<file path="config.mk">
export PLATFORM = sky130hd
export DESIGN_NAME = if_fetch_queue
export DESIGN_NICKNAME = d
export VERILOG_FILES = /design/src/rtl/if_fetch_queue.sv
export SDC_FILE = /design/constraint.sdc
export NUM_CORES = 1
export LEC_CHECK = 0
export ABC_AREA = 1
export CORE_MARGIN = 2
export CORE_UTILIZATION = 39
export DETAILED_ROUTE_END_ITERATION = 10
export PLACE_DENSITY = 0.67
export SLEW_MARGIN = 30
export SYNTH_ARGS = -nofsm -noshare
export SYNTH_HDL_FRONTEND = slang
export SYNTH_SLANG_ARGS = --single-unit
</file>
<file path="constraint.sdc">
create_clock -name clk -period 11.2 [get_ports clk]
set_input_delay 1.12 -clock clk [delete_from_list [all_inputs] [get_ports clk]]
set_output_delay 1.12 -clock clk [all_outputs]
set_load 0.005 [all_outputs]
</file>
<file path="src/rtl/if_fetch_queue.sv">
// if_fetch_queue
//   Instruction-fetch stage sitting directly behind the PC register. It keeps
//   at most one request outstanding to instruction memory, buffers returned
//   words with their PCs in a DEPTH-entry FIFO, and presents one instruction
//   per cycle to decode, under stall[1].
//
//   Ports
//     clk, reset     clock, synchronous active-high reset
//     pc, ce         fetch address and enable from the PC register
//     stall[5:0]     shared stall vector; only bit1 (IF/decode) is acted on here
//     flush          branch taken in decode: squash buffered and in-flight work
//     imem_req/addr  request to instruction memory, held until imem_ack
//     imem_ack/rdata memory response
//     stallreq_if    hold-PC request to the stall controller
//     id_pc/inst     instruction handed to decode
//     id_valid       1 = real instruction, 0 = bubble
module if_fetch_queue #(
  parameter int DEPTH = 4,
  parameter int PTR_W = 2
) (
  input  logic        clk,
  input  logic        reset,
  input  logic [31:0] pc,
  input  logic        ce,
  input  logic [5:0]  stall,
  input  logic        flush,
  output logic        imem_req,
  output logic [31:0] imem_addr,
  input  logic        imem_ack,
  input  logic [31:0] imem_rdata,
  output logic        stallreq_if,
  output logic [31:0] id_pc,
  output logic [31:0] id_inst,
  output logic        id_valid
);

  typedef enum logic {IDLE, WAIT} state_t;

  typedef struct packed {
    logic [31:0] pc;
    logic [31:0] inst;
  } entry_t;

  localparam logic [PTR_W:0] CNT_FULL = (PTR_W+1)'(DEPTH);

  state_t          state, state_nxt;
  logic [31:0]     req_pc;
  logic            discard;   // in-flight fetch was flushed; drop its data
  logic            issue, ack_done, push, pop;
  logic            full, empty;

  entry_t          mem [DEPTH];
  logic [PTR_W-1:0] wr_ptr, rd_ptr;
  logic [PTR_W:0]  count;

  // stall[0] belongs to the PC register; upper bits belong to later stages.
  logic unused_stall;
  assign unused_stall = ^{stall[5:2], stall[0]};

  assign full  = (count == CNT_FULL);
  assign empty = (count == '0);

  // ---------------------------------------------------------------------------
  // Fetch FSM
  // ---------------------------------------------------------------------------
  always_ff @(posedge clk) begin
    if (reset) state <= IDLE;
    else       state <= state_nxt;
  end

  always_comb begin
    state_nxt = state;
    issue     = 1'b0;
    ack_done  = 1'b0;
    case (state)
      IDLE: begin
        if (ce && !full && !flush) begin
          issue     = 1'b1;
          state_nxt = WAIT;
        end
      end
      WAIT: begin
        if (imem_ack) begin
          ack_done  = 1'b1;
          state_nxt = IDLE;
        end
      end
      default: state_nxt = IDLE;
    endcase
  end

  // A flush in the same cycle as the ack also suppresses the push.
  assign push = ack_done & ~discard & ~flush;
  assign pop  = ~flush & ~stall[1] & ~empty;

  // Request registers. Address and PC stay stable for the whole WAIT.
  always_ff @(posedge clk) begin
    if (reset) begin
      imem_req  <= 1'b0;
      imem_addr <= '0;
      req_pc    <= '0;
      discard   <= 1'b0;
    end else if (issue) begin
      imem_req  <= 1'b1;
      imem_addr <= pc;
      req_pc    <= pc;
      discard   <= 1'b0;
    end else if (ack_done) begin
      imem_req  <= 1'b0;
    end else if (state == WAIT && flush) begin
      discard   <= 1'b1;
    end
  end

  // Registered state only: no combinational path from the stall controller.
  assign stallreq_if = ce & ((state == WAIT) | full);

  // ---------------------------------------------------------------------------
  // FIFO (pointers wrap naturally since DEPTH is a power of two)
  // ---------------------------------------------------------------------------
  always_ff @(posedge clk) begin
    if (push) mem[wr_ptr] <= '{pc: req_pc, inst: imem_rdata};
  end

  always_ff @(posedge clk) begin
    if (reset || flush) begin
      wr_ptr <= '0;
      rd_ptr <= '0;
      count  <= '0;
    end else begin
      if (push) wr_ptr <= wr_ptr + 1'b1;
      if (pop)  rd_ptr <= rd_ptr + 1'b1;
      case ({push, pop})
        2'b10:   count <= count + 1'b1;
        2'b01:   count <= count - 1'b1;
        default: count <= count;
      endcase
    end
  end

  // ---------------------------------------------------------------------------
  // Decode output
  // ---------------------------------------------------------------------------
  always_ff @(posedge clk) begin
    if (reset || flush) begin
      id_pc    <= '0;
      id_inst  <= '0;
      id_valid <= 1'b0;
    end else if (!stall[1]) begin
      if (!empty) begin
        id_pc    <= mem[rd_ptr].pc;
        id_inst  <= mem[rd_ptr].inst;
        id_valid <= 1'b1;
      end else begin
        id_pc    <= '0;
        id_inst  <= '0;
        id_valid <= 1'b0;
      end
    end
  end

endmodule

</file>
; Word level (Yosys, flattened, before mapping)
; Memories as Yosys holds them, arrays and structs flattened. A register that Yosys moved wholly into a read port is not among the register bits.
; Cells that the tools add are included.
[totals]
elab_cells = 57
ram_bits = 256
inputBits = 75
output_inout_bits = 99
register_bits = 107
mem_count = 1
[memory_table]
columns = memory, words, word_bits, rd, rd_ports_with_merged_regs, write_ports, line_no
row1 = mem, 4, 64, 1, 1, 1, 52  ; entry_t mem [DEPTH];
[op_classes]
muxes = 16
reduce_logical = 11
add_sub_neg = 4
n_bitwise = 12
eq_ne = 3
[ops]
columns = cell, n
row1 = 32-bit 2-to-1 mux, 2
row2 = 1-bit 2-to-1 mux, 10
row3 = 1-bit NOT, 6
row4 = 3-bit case mux with 2 select lines, 1
row5 = 1-bit AND, 5
row6 = 2-bit by 1-bit adder with 2-bit output (second input constant), 2
row7 = 2-bit 2-to-1 mux, 2
row8 = 2-bit nonzero test, 2
row9 = 3-bit by 1-bit adder with 3-bit output (second input constant), 1
row10 = 3-bit == test (second input constant), 1
row11 = 1-bit logical AND, 3
row12 = 3-bit zero test, 1
row13 = 3-bit by 1-bit subtractor with 3-bit output (second input constant), 1
row14 = 2-bit by 1-bit == test with 1-bit output (second input constant), 1
row15 = 2-bit == test (second input constant), 1
row16 = 1-bit zero test, 2
row17 = 1-bit case mux with 2 select lines, 1
row18 = 2-bit AND reduction, 1
row19 = 2-bit OR reduction, 1
row20 = 1-bit logical OR, 1
row21 = 1-bit OR, 1

; Depth between registers and ports, before layout
[depth]
word_depth = 7
depth_mapped = 12
depth_no_buf = 12

; Worst setup path after synthesis
; No wires, ideal clock.
[synth_timing]
kind = input to register
from = input port imem_ack
to = memory mem[0][0] in the netlist's numbering, enable pin
arrival_ns = 4.078
required_time_ns = 10.714
setup_ns = 0.486
setup_slack_ns = 6.636
stages = 4
n_path_buf = 0
path_cell_list = nand2_1 nor2_1 nand2_2 nor2_1
[synth_between]
elab_chain_cells = 6
[synth_lines]
columns = element, line_no
row1 = start: declaration, 29  ; input logic imem_ack,
row2 = 1-bit 2-to-1 mux, 83  ; if (imem_ack) begin
row3 = 1-bit 2-to-1 mux, 75  ; case (state)
row4 = 1-bit AND (2 in a row), 93  ; assign push = ack_done & ~discard & ~flush;
row5 = 1-bit 2-to-1 mux, 122  ; if (push) mem[wr_ptr] <= '{pc: req_pc, inst: imem_rdata};
row6 = 1-bit 2-to-1 mux (implied by the code), 122
row7 = end: declaration, 52
; No other way between the ends.

; Worst setup path in the final report
[layout_timing]
from = input port ce
to = output port stallreq_if
[layout_between]
elab_chain_cells = 1
[layout_lines]
columns = element, line_no
row1 = start: declaration, 24  ; input logic ce,
row2 = 1-bit AND, 116  ; assign stallreq_if = ce & ((state == WAIT) | full);
row3 = end: declaration, 31  ; output logic stallreq_if,
; No other way between the ends.

==> results.md <==
- Row cnt: 71
- Max FO, Critical Path: 2
- MaxCap Viol Count: 0
- Total setup buffers inserted after CTS: 0
- Fillers: 3377
- Share of cells above drive strength 1: 5.40%
- Layout Cells excl Fill: 2197
- Vias in the first global route: 10.1k
- Via/cell ratio: 4.66
- Leak: 0.00738 µW
- Unrepaired setup endpoints after global routing: no
- GP Congestion: 0.710
- Sequential fraction of the synthesis area: 67.0%
- Setup Skew: 0.0147 ns
- Clock Tree Buf Depth: 3
- Setup TNS: 0 ns
- Worst hold path class: register to register
- Post-route ant nets: 0
- DR iter-0 viols: 539
- Residual DRC: 0
- Nets@finish: 1737
- Crit path required time: 10.08 ns
- CP startpoint kind: input pin
- Flops & latches, synth: 365
- Crit. End Element: primary output
- Slew Limit Fails: 0
- Run status: finished clean
- Skew-Pair Late Insertion Delay: 0.52 ns
- ANT cells: 0
- Met2 wire length: 16300 µm
- Largest net degree at the start of global routing: 81
- Root Buffer: clkbuf_16
- Buffers on Ports: 168
- DRT Wirelength: 33900 µm
- Die Height: 198 µm
- Syn nets: 1591
- Distinct cells, synth: 20
- Metal1 wirelength: 14900 µm
- # H-tree levels: 2
- Worst Setup SP: ce
- Clock period minus final worst setup slack: 3.38 ns
- Area Growth Syn to Fin: 23.1%
- Pwr dens: 156 nW/µm²
- Peak VDD IR: 0.0895 mV
- CTS Hold Bufs: 0
- Placeable Area: 37400 µm²
- Final Setup Violations: 0
- Die Wd: 198 µm
- Vias: 10.2k
- Clock Sinks: 365
- Synth warnings: 0
- Worst-Margin Slew: 0.953 ns
- Mean Syn Cell Area: 9.76 µm²
- Max_slew headroom: 36.5%
- Top layer reached by signal wires: met4
- Crit Path Category: input pin to primary output
- Hpwl dp: 18400 µm
- Post-CTS Resized: 0
- Clock transition at path regs: 0.06 ns
- Syn Std Cell Area: 14700 µm²
- Crit path DAT: 2.26 ns
- Max Fclk: 296 MHz
- First-pass GRT wire length: 53000 µm
- FF-to-FF path depth: 7
- Placed Instances: 2126
- WL/cell: 15.4 µm
- TritonCTS clock tree: built
- Synth Instances: 1510
- Die area: 39400 µm²
- Total Routing Usage GR: 17.5%
- Critical R2R Capture: id_pc[25]$_SDFFE_PP0N_
- Grt ovf: 0
- DRT Pass-1 Iters: 5
- Crit path capture: stallreq_if
- I/O pin count: 174
- Final period utilization: 30.2%
- Met3 wire length: 2060 µm
- Initial core utilization: 39.4%
- Initial antenna violation count: 0
- R2R setup slack: 8.73 ns
- Clock buffer count from CTS: 39
- Final Hold Vio Count: 0
[layer usage]
layer | GRT usage, % | vias up
li1 | - | 5095
met5 | 0 | -
met1 | 23.0 | 4857
met2 | 29.7 | 247
met3 | 3.49 | 45
met4 | 4.23 | 0
[kinds of logic (layout without fill, tap and decap cells)]
logic type,after synthesis,after routing,share of synthesized area (%)
and+or+nand+nor,669,669,18.9
adders and majority gates,6,6,0.560
DFF,365,365,67.0
AOI/OAI and AO/OA,112,112,3.82
buffers and inverters,358,534,9.77
[critical path, stage by stage]
cell and delay [ns]:
clkdlybuf4s50_1 0.45, inv_1 0.06, a21oi_1 0.11, clkdlybuf4s50_1 0.52
[synthesized netlist by cell type (all sizes together)]
master	instances	area, µm²
ha	5	62.6
nor2	14	67.6
inv	281	1050
fa	1	20.0
nand3	133	671
nand4	32	200
buf	62	328
clkbuf	15	56.3
o21ai	6	30.0
edfxtp	256	7690
nand2	490	1840
o211ai	1	7.51
a21oi	105	526
dfxtp	109	2180
[layout make-up]
type	instances	area, µm²	share of cell area (%)
sequential	365	9880	54.4
multi-input combinational	787	3460	19.1
timing repair buffer	182	1790	9.86
clock buffer	64	1260	6.93
inverter	281	1060	5.83
tap	511	639	3.52
clock inverter	7	62.6	0.345
[worst min path at each step]
stage | startpoint | end | depth (start not counted)
floorplan | rd_ptr[0]$_SDFFE_PP0P_ | register | 2
global placement | id_inst[30]$_SDFFE_PP0N_ | id_inst[30]$_SDFFE_PP0N_ | 2
detailed placement | id_inst[30]$_SDFFE_PP0N_ | id_inst[30]$_SDFFE_PP0N_ | 2
CTS | id_inst[30]$_SDFFE_PP0N_ | id_inst[30]$_SDFFE_PP0N_ | 2
global route | id_inst[16]$_SDFFE_PP0N_ | id_inst[16]$_SDFFE_PP0N_ | 2
finish | id_inst[30]$_SDFFE_PP0N_ | id_inst[30]$_SDFFE_PP0N_ | 2
[through the flow]
step / hold WS, ns / area, µm² / setup slack, ns / util, % / total power (µW)
after floorplan: 0.452 / 14700 / 6.64 / - / 1520
after global placement: 0.443 / 16800 / 7.69 / 45.0 / 1580
after detailed placement: 0.448 / 16800 / 7.70 / 45.0 / 1580
after CTS: 0.456 / 18100 / 7.81 / 48.5 / 2870
after global routing: 0.479 / 18100 / 7.74 / 48.5 / 2930
final: 0.455 / 18100 / 7.82 / 48.5 / 2840
[cells in the final DEF, fill, tap and decap left out, types with 4 or more instances in the layout]
| cell | instances |
|---|---|
| clkbuf_8 | 6 |
| buf_4 | 11 |
| nor2_1 | 8 |
| nand3_1 | 131 |
| dfxtp_1 | 107 |
| inv_1 | 274 |
| nand2_1 | 489 |
| clkinv_2 | 4 |
| nand4_1 | 32 |
| inv_2 | 6 |
| nor2_4 | 6 |
| clkbuf_1 | 13 |
| ha_1 | 5 |
| clkbuf_16 | 45 |
| a21oi_1 | 105 |
| edfxtp_1 | 256 |
| clkdlybuf4s50_1 | 166 |
| o21ai_0 | 6 |
[sequential cells by signal, indices dropped and copies added, names as in the netlist, named ones only]
signal    count
count         3
discard       1
id_inst      32
id_pc        32
id_valid      1
imem_req      1
mem         256
rd_ptr        2
req_pc       32
state         1
wr_ptr        2
[where the power goes]
group          leakage (µW)  switching, µW  internal [µW]  total, µW
Sequential          0.00308           11.3           1450       1460
Clock              0.000648            496            791       1290
Combinational       0.00365           45.8           41.9       87.7
Total               0.00738            553           2280       2840
Note: power is estimated with default switching activity, not from simulation.
